## src/rtl/l5_accum.sv

```systemverilog
// l5_accum: layer-5 partial-sum accumulator, bias add, rescale and saturation.
// Takes NUM_GROUPS partial sums per neuron and produces one 18-bit activation
// per neuron. It also drives the neuron/group indices that address the
// upstream weight/bias ROM and input buffer.
// Optional build macro RELU_EN: when defined, negative results clamp to 0
// (hidden layers). When undefined, the signed result passes through to the
// output (final-layer logits).
//
// state  | meaning
// -------+-----------------------------------------------------------
// IDLE   | waiting for start; outputs hold last result
// ACCUM  | accepting partial sums for neuron_idx, group_idx counts them
// FINISH | bias add, rescale, saturate; emit dout for neuron_idx
// DONE   | one-cycle done pulse after the final neuron
module l5_accum #(
  parameter int NUM_GROUPS  = 4,
  parameter int NUM_NEURONS = 10,
  parameter int ACC_W       = 42,
  parameter int SHIFT       = 8,
  parameter int BIAS_SHIFT  = 8,
  localparam int NI_W = (NUM_NEURONS > 1) ? $clog2(NUM_NEURONS) : 1,
  localparam int GI_W = (NUM_GROUPS > 1) ? $clog2(NUM_GROUPS) : 1
) (
  input  logic                    clk,
  input  logic                    rst,
  input  logic                    start,
  input  logic                    psum_valid,
  input  logic signed [35:0]      psum,
  output logic                    psum_ready,
  input  logic signed [8:0]       bias,
  output logic [NI_W-1:0]         neuron_idx,
  output logic [GI_W-1:0]         group_idx,
  output logic                    busy,
  output logic signed [17:0]      dout,
  output logic [NI_W-1:0]         out_idx,
  output logic                    out_valid,
  output logic                    done
);

  typedef enum logic [1:0] {
    IDLE   = 2'd0,
    ACCUM  = 2'd1,
    FINISH = 2'd2,
    DONE   = 2'd3
  } state_t;

  localparam logic [NI_W-1:0] LAST_NEURON = NI_W'(NUM_NEURONS - 1);
  localparam logic [GI_W-1:0] LAST_GROUP  = GI_W'(NUM_GROUPS - 1);
  localparam logic signed [ACC_W-1:0] SAT_MAX = ACC_W'(131071);
  localparam logic signed [ACC_W-1:0] SAT_MIN = -ACC_W'(131072);

  state_t                   state_q, state_d;
  logic signed [ACC_W-1:0]  acc_q, acc_d;
  logic [NI_W-1:0]          neuron_idx_q, neuron_idx_d;
  logic [GI_W-1:0]          group_idx_q, group_idx_d;
  logic signed [17:0]       dout_q, dout_d;
  logic [NI_W-1:0]          out_idx_q, out_idx_d;
  logic                     out_valid_q, out_valid_d;

  logic signed [ACC_W-1:0]  psum_ext;
  logic signed [ACC_W-1:0]  bias_ext;
  logic signed [ACC_W-1:0]  t_sum;
  logic signed [ACC_W-1:0]  r_shift;
  logic signed [17:0]       r_sat;

  // Datapath: sign-extend inputs, bias add, arithmetic rescale, clamp to 18 bits.
  always_comb begin
    psum_ext = {{(ACC_W-36){psum[35]}}, psum};
    bias_ext = {{(ACC_W-9){bias[8]}}, bias};
    t_sum    = acc_q + (bias_ext <<< BIAS_SHIFT);
    r_shift  = t_sum >>> SHIFT;
    r_sat    = r_shift[17:0];
`ifdef RELU_EN
    if (r_shift < 0) begin
      r_sat = '0;
    end else if (r_shift > SAT_MAX) begin
      r_sat = 18'sh1FFFF;
    end
`else
    if (r_shift > SAT_MAX) begin
      r_sat = 18'sh1FFFF;
    end else if (r_shift < SAT_MIN) begin
      r_sat = 18'sh20000;
    end
`endif
  end

  // Next-state and register updates for the sequencing FSM.
  always_comb begin
    state_d      = state_q;
    acc_d        = acc_q;
    neuron_idx_d = neuron_idx_q;
    group_idx_d  = group_idx_q;
    dout_d       = dout_q;
    out_idx_d    = out_idx_q;
    out_valid_d  = 1'b0;
    case (state_q)
      IDLE: begin
        if (start) begin
          acc_d        = '0;
          neuron_idx_d = '0;
          group_idx_d  = '0;
          state_d      = ACCUM;
        end
      end
      ACCUM: begin
        if (psum_valid) begin
          acc_d = acc_q + psum_ext;
          if (group_idx_q == LAST_GROUP) begin
            group_idx_d = '0;
            state_d     = FINISH;
          end else begin
            group_idx_d = group_idx_q + GI_W'(1);
          end
        end
      end
      FINISH: begin
        dout_d      = r_sat;
        out_idx_d   = neuron_idx_q;
        out_valid_d = 1'b1;
        if (neuron_idx_q == LAST_NEURON) begin
          state_d = DONE;
        end else begin
          neuron_idx_d = neuron_idx_q + NI_W'(1);
          acc_d        = '0;
          state_d      = ACCUM;
        end
      end
      DONE: begin
        state_d = IDLE;
      end
      default: begin
        state_d = IDLE;
      end
    endcase
  end

  // State and datapath registers; reset abandons any pass in flight.
  always_ff @(posedge clk or posedge rst) begin
    if (rst) begin
      state_q      <= IDLE;
      acc_q        <= '0;
      neuron_idx_q <= '0;
      group_idx_q  <= '0;
      dout_q       <= '0;
      out_idx_q    <= '0;
      out_valid_q  <= 1'b0;
    end else begin
      state_q      <= state_d;
      acc_q        <= acc_d;
      neuron_idx_q <= neuron_idx_d;
      group_idx_q  <= group_idx_d;
      dout_q       <= dout_d;
      out_idx_q    <= out_idx_d;
      out_valid_q  <= out_valid_d;
    end
  end

  // Status outputs decoded straight from the state register.
  always_comb begin
    psum_ready = (state_q == ACCUM);
    busy       = (state_q != IDLE);
    done       = (state_q == DONE);
  end

  assign neuron_idx = neuron_idx_q;
  assign group_idx  = group_idx_q;
  assign dout       = dout_q;
  assign out_idx    = out_idx_q;
  assign out_valid  = out_valid_q;

endmodule

```

## config.mk

```make
export PLATFORM = sky130hd
export DESIGN_NAME = l5_accum
export DESIGN_NICKNAME = d
export VERILOG_FILES = /design/src/rtl/l5_accum.sv
export SDC_FILE = /design/constraint.sdc
export NUM_CORES = 1
export LEC_CHECK = 0
export BUFFER_PORTS_ARGS = -buffer_cell sky130_fd_sc_hd__buf_2
export CAP_MARGIN = 20
export CORE_MARGIN = 1.5
export CORE_UTILIZATION = 55
export CTS_CLUSTER_SIZE = 20
export DETAILED_ROUTE_END_ITERATION = 8
export PLACE_DENSITY = 0.76
export SYNTH_ARGS = -nofsm -noshare
export SYNTH_HDL_FRONTEND = slang
export SYNTH_SLANG_ARGS = --single-unit
```

## constraint.sdc

```tcl
create_clock -name clk -period 5.17 [get_ports clk]
set_clock_uncertainty 0.2 [all_clocks]
set_input_delay 0.2585 -clock clk [delete_from_list [all_inputs] [get_ports clk]]
set_output_delay 0.2585 -clock clk [all_outputs]
set_load 0.05 [all_outputs]
```

==> summary.txt <==
Outcome
  – Outcome: finished clean

Cells and area
  – Nets@finish: 1049
  – Syn-to-layout area delta: 10.84%
  – Finished Cell Area: 0.007934 mm^2
  – Fraction of final layout cells sized beyond drive strength 1: 13.93%
  – Filler Cells Inserted: 1131
  – Post-layout utilization of the core: 62.61%

Clocking
  – Number of buffers inserted to repair setup after CTS: 0
  – Hold-fix buffers at CTS: 0
  – Num CTS Buffers: 9
  – Maximum number of buffers from clock root to sink: 2
  – Clock network latency to the later pin of the worst-skew pair: 350 ps
  – CTS root buffer: clkbuf_16
  – PostCTS Resize Cnt: 0
  – TritonCTS sink count: 73
  – Clock tree from TritonCTS: yes
  – CTS HTree Levels: 3
  – Clock edge transition at the registers on the reported setup and hold paths: 60 ps

Global route
  – Initial antenna violation count: 1
  – Maximum number of pins on one net before global-route repair: 74
  – First-pass GRT wire length: 28410 um
  – All-Layer GR Usage: 26.17%
  – Total congestion overflow: 0
  – Via count of the first global-routing pass: 6070

Yosys
  – Leading cell type by number of instances after synthesis: nand2_1
  – Netlist Area Pre-Place: 0.007158 mm^2
  – Post-synthesis mux area share: 0.8740%
  – Library cell occupying the most area in the post-synthesis netlist: dfrtp_1
  – Predominant post-synthesis flop cell: dfrtp_1
  – Dominant combinational cell family by area after synthesis: compound AO/OA/AOI/OAI gates
  – Adder-cell share of the synthesized area: 14.02%
  – Count of warnings emitted by yosys: 0
  – Area fraction in compound gates after synthesis: 30.08%
  – Portion of the post-synthesis area used by sequential elements: 25.52%
  – Fraction of post-synthesis cell area in the top cell type by area: 25.52%
  – Post-synth EDFFs: 0
  – Per-instance average area after synthesis: 8.353 um^2
  – Synthesized-area fraction occupied by and/or/nand/nor cells: 18.83%
  – Most area-consuming cells after synthesis: dfrtp_1 26%, ha_1 13%, o21ai_0 5.6%
  – Syn Inst Count: 857
  – Leading cell types by count after synthesis: 101 x nand2_1, 80 x o21ai_0, 77 x ha_1
  – Unique cell type count in the Yosys netlist: 76
  – Share of the synthesized netlist area taken by xor and xnor gates: 6.607%
  – Post-Syn Nets: 985
  – Share of async-settable or async-resettable flops after synthesis: 100.0%
  – Total of flip-flops plus latches after synthesis: 73

Routing
  – Per-cell routed wire length: 15.64 um
  – Number of vias per cell: 6.075
  – DRC violations left: 0
  – Detail Route Antenna Nets: 0
  – Routed Wire Length: 17190 um
  – Number of iterations in the first detailed-routing pass: 6
  – Via Count: 6676
  – Number of design-rule violations left by the first detailed-router iteration: 469

Pwr
  – Overall power after layout: 4864 uW
  – Switching portion of total power: 48.45%
  – Total net switching power: 2357 uW
  – Seq pwr share: 20.0%
  – Relative contribution of the clock network to total power: 13.5%
  – Pint: 2507 uW
  – Power Density: 613.1 mW/mm^2
  – Combinational group share of total power: 66.5%
  – Highest ir drop seen on vdd: 0.2635 mV
  – Leakage component of the power: 0.003816 uW

Setup path
  – Crit path DAT: 4540 ps
  – Data required time at the worst endpoint: 5160 ps
  – Largest fanout on the critical path: 17
  – Crit path kind: reg2reg
  – Critical Path Start Type: flop
  – Kind of end point of the critical path: flop

STA
  – Number of slew-limit violations in the final report: 0
  – Total negative slack: 0 ps
  – Unrepaired setup endpoints after global routing: no
  – Worst hold slack: 1.434 ps
  – Slew at the pin closest to its max-slew limit: 939.5 ps
  – Fin. Hold Viols: 0
  – Minimum clock period: 4543 ps
  – Normalized max-slew margin: 37.37%
  – Fraction of the cycle the final worst path needs: 87.86%
  – Max frequency: 0.2201 GHz
  – Number of failing setup endpoints in the final timing report: 0

Placed design
  – Last weighted congestion value of the routability-driven placer: 0.9461
  – Placement Cell Area: 0.007591 mm^2
  – Post-DP HPWL: 12910 um
  – Input/output buffers: 80

Floorplan
  – Die W: 117.1 um
  – Area of the core region: 0.01267 mm^2
  – Effective utilization at floorplan: 56.49%
  – Number of top-level design ports: 81
  – Die area: 0.01371 mm^2
  – Y dimension of the die: 117.1 um
  – Number of cell rows: 41

Min path
  – Worst hold path type: in2async

Run
  – # Max-Cap Violations: 0
kinds of logic (layout without fill, tap and decap cells):
family                     count (synthesis)  count (layout)
xor gates and xnor gates                  54              54
muxes                                      6               6
adders and majority gates                 79              79
other                                      0               1
and+or+nand+nor                          271             271
buffers and inverters                     54             123
AOI/OAI and AO/OA                        320             320
DFF                                       73              73
area by class of cell:
cell class	count	area, um^2	share of cell area, %
multi-input cells	730	5040	63.52
clock inverters	6	73.82	0.9305
clock buffers	10	239.0	3.012
well taps	172	215.2	2.713
flip-flops and latches	73	1827	23.02
diodes	1	2.502	0.03154
repair buffers	84	450.4	5.677
inverters	23	86.33	1.088
path summary, 6_finish.rpt:
kind | start | end | slack [ps] | cells after the start
setup reg to reg | acc_q[8]$_DFFE_PP0P_ | dout[13]$_DFFE_PP0P_ | 630 | 14
min in group clk | start | group_idx[0]$_DFFE_PP0P_ | 60 | 4
hold / removal | rst | out_valid$_DFF_PP0_ | 1 | 3
hold reg to reg | out_idx[2]$_DFFE_PP0P_ | out_idx[2]$_DFFE_PP0P_ | 270 | 2
setup / recovery | acc_q[8]$_DFFE_PP0P_ | dout[13]$_DFFE_PP0P_ | 630 | 14
max in group asynchronous | rst | acc_q[38]$_DFFE_PP0P_ | 4160 | 3
critical path, cell delays in order, from the launching register on:
cell	delay [ps]
dfrtp_1	400
ha_1	210
inv_1	60
fa_1	380
nand2b_1	170
a21oi_1	300
o21ai_0	220
o31ai_1	580
a211o_1	220
o41ai_1	100
or3_2	460
or4_4	430
nor4b_4	250
buf_4	260
o32ai_1	120
layout by cell type, fill, tap and decap left out, drive strengths merged, types with 18 or more instances in the layout:
master and instances:
a21o 52, a21oi 63, o21ai 81, nand2 101, ha 77, xor2 21
xnor2 33, dfrtp 73, o32ai 18, nor2 52, nand3 21, buf 84
inv 24
routing by layer:
metal / vias to the layer above / part of all wire, % / global-route usage [%]
met3: 36 / 5.4 / 4.686
met2: 208 / 43 / 40.58
li1: 3347 / - / -
met5: - / 0 / 0
met1: 3085 / 50 / 37.52
met4: 0 / 2.0 / 7.470
state kept, by name, summed over array words and instances, names as in the netlist:
register and flops:
acc_q 42, dout 18, group_idx 2, neuron_idx 4, out_idx 4, out_valid 1
state_q 2
metrics by stage:
stage	setup WS (ps)	instances
floorplan	1176	857
global placement	773.6	1081
detailed placement	736.3	1081
CTS	706.9	1097
global route	371.3	1099
finish	627.4	1099
power by group through the flow:
| stage | clock network (uW) | logic (uW) | registers, uW |
|---|---|---|---|
| final | 656 | 3240 | 972 |
| after detailed placement | 0 | 3170 | 976 |
| after CTS | 671 | 3200 | 966 |
| after global routing | 697 | 3610 | 997 |
| after floorplan | 0 | 2520 | 1040 |
| after global placement | 0 | 3140 | 973 |
No activity file was read; power rests on OpenSTA's default activity.
